<file path="src/rtl/pat_scan_unit.sv">
// Pattern-count engine: reads a 5-bit pattern and a 32-byte message from data memory,
// counts 5-bit window matches, and writes three result bytes back to memory.
module pat_scan_unit #(
  parameter int STR_BYTES = 32,
  parameter int PAT_ADDR  = 32,
  parameter int RES_ADDR  = 33,
  parameter int AW        = 8
) (
  input  logic          clk,
  input  logic          reset,
  input  logic          start,
  output logic [AW-1:0] mem_addr,
  output logic          mem_rd_en,
  input  logic [7:0]    mem_rdata,
  output logic          mem_wr_en,
  output logic [7:0]    mem_wdata,
  output logic          busy,
  output logic          done
);

  localparam int IW = $clog2(STR_BYTES + 1);

  typedef enum logic [2:0] {
    S_IDLE, S_READ, S_DRAIN, S_WR0, S_WR1, S_WR2, S_DONE
  } state_t;

  state_t        state, state_n;
  logic [IW-1:0] rd_idx;
  logic [IW-1:0] cap_idx;
  logic          cap_vld;
  logic [4:0]    pat;
  logic [7:0]    prev;
  logic [7:0]    ctb, cto, cts;
  logic          accept;
  logic [2:0]    m_in, m_cross;
  logic [15:0]   pair;

  assign accept = ((state == S_IDLE) || (state == S_DONE)) && start;

  always_comb begin
    state_n = state;
    case (state)
      S_IDLE:  if (start) state_n = S_READ;
      S_READ:  if (rd_idx == IW'(STR_BYTES)) state_n = S_DRAIN;
      S_DRAIN: state_n = S_WR0;
      S_WR0:   state_n = S_WR1;
      S_WR1:   state_n = S_WR2;
      S_WR2:   state_n = S_DONE;
      S_DONE:  if (start) state_n = S_READ;
      default: state_n = S_IDLE;
    endcase
  end

  // Windows inside the byte sit at pair[4+i:i]; windows straddling prev/byte at pair[8+i:4+i].
  always_comb begin
    pair    = {prev, mem_rdata};
    m_in    = '0;
    m_cross = '0;
    for (int unsigned i = 0; i < 4; i++) begin
      if (pair[i +: 5] == pat)       m_in    = m_in + 3'd1;
      if (pair[(i + 4) +: 5] == pat) m_cross = m_cross + 3'd1;
    end
  end

  always_ff @(posedge clk) begin
    if (!reset) begin
      state   <= S_IDLE;
      rd_idx  <= '0;
      cap_idx <= '0;
      cap_vld <= 1'b0;
      pat     <= '0;
      prev    <= '0;
      ctb     <= '0;
      cto     <= '0;
      cts     <= '0;
    end else begin
      state <= state_n;
      if (accept) begin
        rd_idx  <= '0;
        cap_idx <= '0;
        cap_vld <= 1'b0;
        prev    <= '0;
        ctb     <= '0;
        cto     <= '0;
        cts     <= '0;
      end else begin
        cap_vld <= (state == S_READ);
        cap_idx <= rd_idx;
        if (state == S_READ) rd_idx <= rd_idx + IW'(1);
        // cap_idx 0 returns the pattern byte; cap_idx k returns message byte k-1
        if (cap_vld) begin
          if (cap_idx == '0) begin
            pat <= mem_rdata[7:3];
          end else begin
            ctb  <= ctb + 8'(m_in);
            cto  <= cto + 8'(m_in != '0);
            cts  <= cts + 8'(m_in) + ((cap_idx > IW'(1)) ? 8'(m_cross) : 8'd0);
            prev <= mem_rdata;
          end
        end
      end
    end
  end

  always_comb begin
    mem_addr  = '0;
    mem_rd_en = 1'b0;
    mem_wr_en = 1'b0;
    mem_wdata = '0;
    busy      = 1'b0;
    done      = 1'b0;
    case (state)
      S_READ: begin
        mem_rd_en = 1'b1;
        busy      = 1'b1;
        mem_addr  = (rd_idx == '0) ? AW'(PAT_ADDR) : (AW'(rd_idx) - AW'(1));
      end
      S_DRAIN: busy = 1'b1;
      S_WR0: begin
        busy = 1'b1; mem_wr_en = 1'b1; mem_addr = AW'(RES_ADDR);     mem_wdata = ctb;
      end
      S_WR1: begin
        busy = 1'b1; mem_wr_en = 1'b1; mem_addr = AW'(RES_ADDR + 1); mem_wdata = cto;
      end
      S_WR2: begin
        busy = 1'b1; mem_wr_en = 1'b1; mem_addr = AW'(RES_ADDR + 2); mem_wdata = cts;
      end
      S_DONE:  done = 1'b1;
      default: ;
    endcase
  end

endmodule
</file>
<file path="config.mk">
export PLATFORM = sky130hd
export DESIGN_NAME = pat_scan_unit
export DESIGN_NICKNAME = d
export VERILOG_FILES = /design/src/rtl/pat_scan_unit.sv
export SDC_FILE = /design/constraint.sdc
export NUM_CORES = 1
export LEC_CHECK = 0
export CORE_ASPECT_RATIO = 0.9
export CORE_MARGIN = 2
export CORE_UTILIZATION = 52
export DETAILED_ROUTE_END_ITERATION = 6
export PLACE_DENSITY = 0.79
export SLEW_MARGIN = 20
export SYNTH_ARGS = -nofsm -noshare
export SYNTH_HDL_FRONTEND = slang
export SYNTH_SLANG_ARGS = --single-unit
export TNS_END_PERCENT = 1
</file>
<file path="constraint.sdc">
create_clock -name clk -period 4.09 [get_ports clk]
set_input_delay 0.818 -clock clk [delete_from_list [all_inputs] [get_ports clk]]
set_output_delay 0.818 -clock clk [all_outputs]
set_load 0.05 [all_outputs]
</file>
==> reports/results.tsv <==
stage	metric	value	unit
power_and_ir_drop	p_leak	1.679	nW
synth	netlist_instances	420	
final_layout	final_area	4213	µm²
final_layout	fin_cells	553	
placement	placed_cell_area	3956	µm²
clocking	cts_tree	yes	
clocking	clk_path_buf_depth	2	
routing	firstDrtPassIters	4	
global_routing	grt_overflow	0	
worst_setup_path	ff2ff_path_depth	19	
worst_setup_path	cp-end-kind	flop	
synth	syn_avg_cell_area	8.094	µm²
synth	synthTopCellsByArea	dfxtp_1 29%, xnor2_1 9.0%, xor2_1 8.0%	
final_layout	fin_util	67.77	%
synth	async_flop_share	0	%
worst_setup_path	cp-endpoint	cts[7]$_SDFFE_PP0P_	
hold_path	worstHoldPathCells	2	
synth	synth_ff_type	dfxtp_1	
floorplanning	die_area	7201	µm²
final_layout	area.growth.synth_to_final	23.92	%
final_layout	final_common_cell	nand2_1	
synth	syn_nets	453	
timing	finalClockSkew	0.005598	ns
synth	yosysSeqAreaShare	28.86	%
floorplanning	num_io_pins	31	
floorplanning	start_util	54.69	%
timing	slew_viol_final	0	
power_and_ir_drop	powerDensity	230.8	nW/µm²
power_and_ir_drop	power_frac_seq	50.3	%
timing	tns	0	ns
synth	synth_top_area_cell	dfxtp_1	
floorplanning	die_h	80.71	µm
power_and_ir_drop	internal-power	0.6853	mW
clocking	hold_buffers	0	
placement	dpl.cell_count	546	
clocking	path_clk_slew	0.09	ns
worst_setup_path	cp.arrival	4.10	ns
global_routing	grt_pass1_vias	2892	
power_and_ir_drop	p_total	0.9722	mW
placement	portBuffers	30	
worst_setup_path	cp-start-kind	primary input	
timing	rsz0062_at_grt	true	
routing	drc	0	
final_layout	drive_gt1_share	18.67	%
global_routing	antenna_found_initial	0	
synth	synth-warning-count	0	
routing	drt_iter0_markers	216	
routing	postRouteAntennaNets	0	
routing	wl_per_cell	14.11	µm
routing	vias	2938	
worst_setup_path	r2r-end	cts[7]$_SDFFE_PP0P_	
final_layout	mostFrequentLayoutCells	50 x nand2_1, 49 x dfxtp_1, 39 x buf_4, 38 x nor2_1, 33 x xnor2_1	
worst_setup_path	crit_fanout	3	
hold_path	hold_path_class	reg2reg	
synth	synthDistinctLibCells	48	
timing	min_period	3.908	ns
placement	hpwl	5700	µm
synth	synth_top_area_share	28.86	%
worst_setup_path	r2r-start	pat[1]$_SDFFE_PN0P_	
placement	gp_congestion	0.8372	
power_and_ir_drop	swShare	29.52	%
floorplanning	core	6216	µm²
floorplanning	std_cell_rows	27	
global_routing	grt_use_total	22.65	%
clocking	h-tree-depth	2	
timing	min_period_over_period	95.54	%
final_layout	nets	499	
power_and_ir_drop	p_switching	0.2870	mW
timing	relSlewSlack	51.41	%
worst_setup_path	crit_required	4.29	ns
clocking	cts_buffers	5	
worst_setup_path	critPathLaunch	mem_rdata[5]	
timing	fmax	255.9	MHz
routing	vias_per_cell	5.313	
worst_setup_path	crit_type	in2reg	
synth	ys_seq_elements	49	
final_layout	n_antenna_cell	0	
clocking	clock_latency	0.30	ns
routing	drt-total-wl	7805	µm
clocking	clock_tree.root_cell	clkbuf_8	
clocking	cts.sinks	49	
power_and_ir_drop	power_frac_clock	29.7	%
worst_setup_path	rrSetupSlack	0.30	ns
synth	syn_area	3400	µm²
job	cap_viol_max_count	0	
global_routing	grt_max_degree	29	
timing	timing_hold_violations_final	0	
power_and_ir_drop	combPwrFrac	20.0	%
timing	final-setup-viol-count	0	
timing	worst_pin_slew	0.7187	ns
synth	synth_edf_count	0	
power_and_ir_drop	vdd_drop_max	0.1708	mV
floorplanning	dieWidth	89.23	µm
run_status	status	finished, final reports clean	
global_routing	grt_pass1_wl	12970	µm
==> flip-flops by register name, summed over array words and instances, names as in the netlist <==
name	count
ctb	8
cto	8
cts	8
cap_idx	6
rd_idx	6
pat	5
prev	4
state	3
cap_vld	1
==> stage by stage <==
stage,hold slack (ns),setup WS (ns)
after floorplan,0.4363,0.004279
after global placement,0.4436,-0.5110
after detailed placement,0.4483,-0.5879
after CTS,0.4611,0.007698
after global routing,0.4957,-0.04093
final,0.4603,0.1824
==> worst max-delay path: stages <==
cell	delay [ns]
buf_2	0.13
xor2_1	0.14
nor2_1	0.11
and4_4	0.26
ha_4	0.21
or3_4	0.38
nand2_4	0.08
ha_4	0.13
inv_2	0.03
a21oi_2	0.13
o21ai_2	0.08
fa_1	0.54
inv_1	0.04
ha_2	0.19
fa_2	0.34
a21o_1	0.17
nand2_2	0.09
nor3_2	0.05
xnor2_1	0.14
nor2_1	0.06
==> Yosys cell counts, types with 5 or more instances <==
library cell,n
nand2_1,53
dfxtp_1,49
nor2_1,38
xnor2_1,35
xor2_1,31
a21oi_1,24
inv_1,18
ha_1,17
buf_2,15
o21ai_0,15
a22o_1,13
nor3_1,12
clkbuf_1,11
and2_1,8
mux2i_1,8
nand3_1,7
nand4_1,7
nor2b_1,7
or3_1,6
a21o_1,5
fa_1,5
==> final cells by class <==
type | instances | area [µm²]
clock buffers | 5 | 68.82
clock inverters | 2 | 16.27
fillers | 517 | 2003
inverters | 18 | 67.56
multi-input cells | 323 | 2391
flip-flops and latches | 49 | 980.9
well taps | 87 | 108.9
repair buffers | 69 | 579.3
==> cells by family after synthesis <==
logic type                 count (synthesis)  share of synthesized area, %
xor gates and xnor gates                  66                         17.00
muxes                                      9                         2.687
buffers and inverters                     48                         6.404
AOI/OAI and AO/OA                         70                         13.29
adders and majority gates                 22                         9.201
and+or+nand+nor                          156                         22.56
DFF                                       49                         28.86
==> how the worst min path moves through the flow <==
stage                         from                  end  slack, ns
3_3_place_gp   cts[1]$_SDFFE_PP0P_  cts[1]$_SDFFE_PP0P_       0.44
6_report       cts[1]$_SDFFE_PP0P_  cts[1]$_SDFFE_PP0P_       0.46
3_5_place_dp   cts[1]$_SDFFE_PP0P_  cts[1]$_SDFFE_PP0P_       0.45
5_1_grt        cts[2]$_SDFFE_PP0P_  cts[2]$_SDFFE_PP0P_       0.50
4_1_cts        cts[2]$_SDFFE_PP0P_  cts[2]$_SDFFE_PP0P_       0.46
2_1_floorplan  cts[1]$_SDFFE_PP0P_  cts[1]$_SDFFE_PP0P_       0.44
==> timing repair <==
item / 4_1_cts / 5_1_grt
gates resized for setup: 20 / 37
setup buffers: 0 / 0
gates cloned: 0 / 0
endpoints found under the setup margin: 6 / 6
pin swaps: 8 / 21
==> layer usage <==
layer	global-route usage, %	wire (µm)	share of wire [%]	up-vias
met3	3.289	236	3.0	7
li1	-	-	-	1490
met4	5.224	59	0.76	0
met5	0	0	0	-
met2	39.19	3760	48	56
met1	29.71	3749	48	1385
==> power groups by stage <==
stage | logic, mW | clock network, mW | registers [mW]
final | 0.195 | 0.289 | 0.489
after floorplan | 0.120 | 0 | 0.495
after global routing | 0.212 | 0.315 | 0.490
after global placement | 0.168 | 0 | 0.499
after detailed placement | 0.172 | 0 | 0.500
after CTS | 0.175 | 0.295 | 0.488
Note: power is estimated with default switching activity, not from simulation.
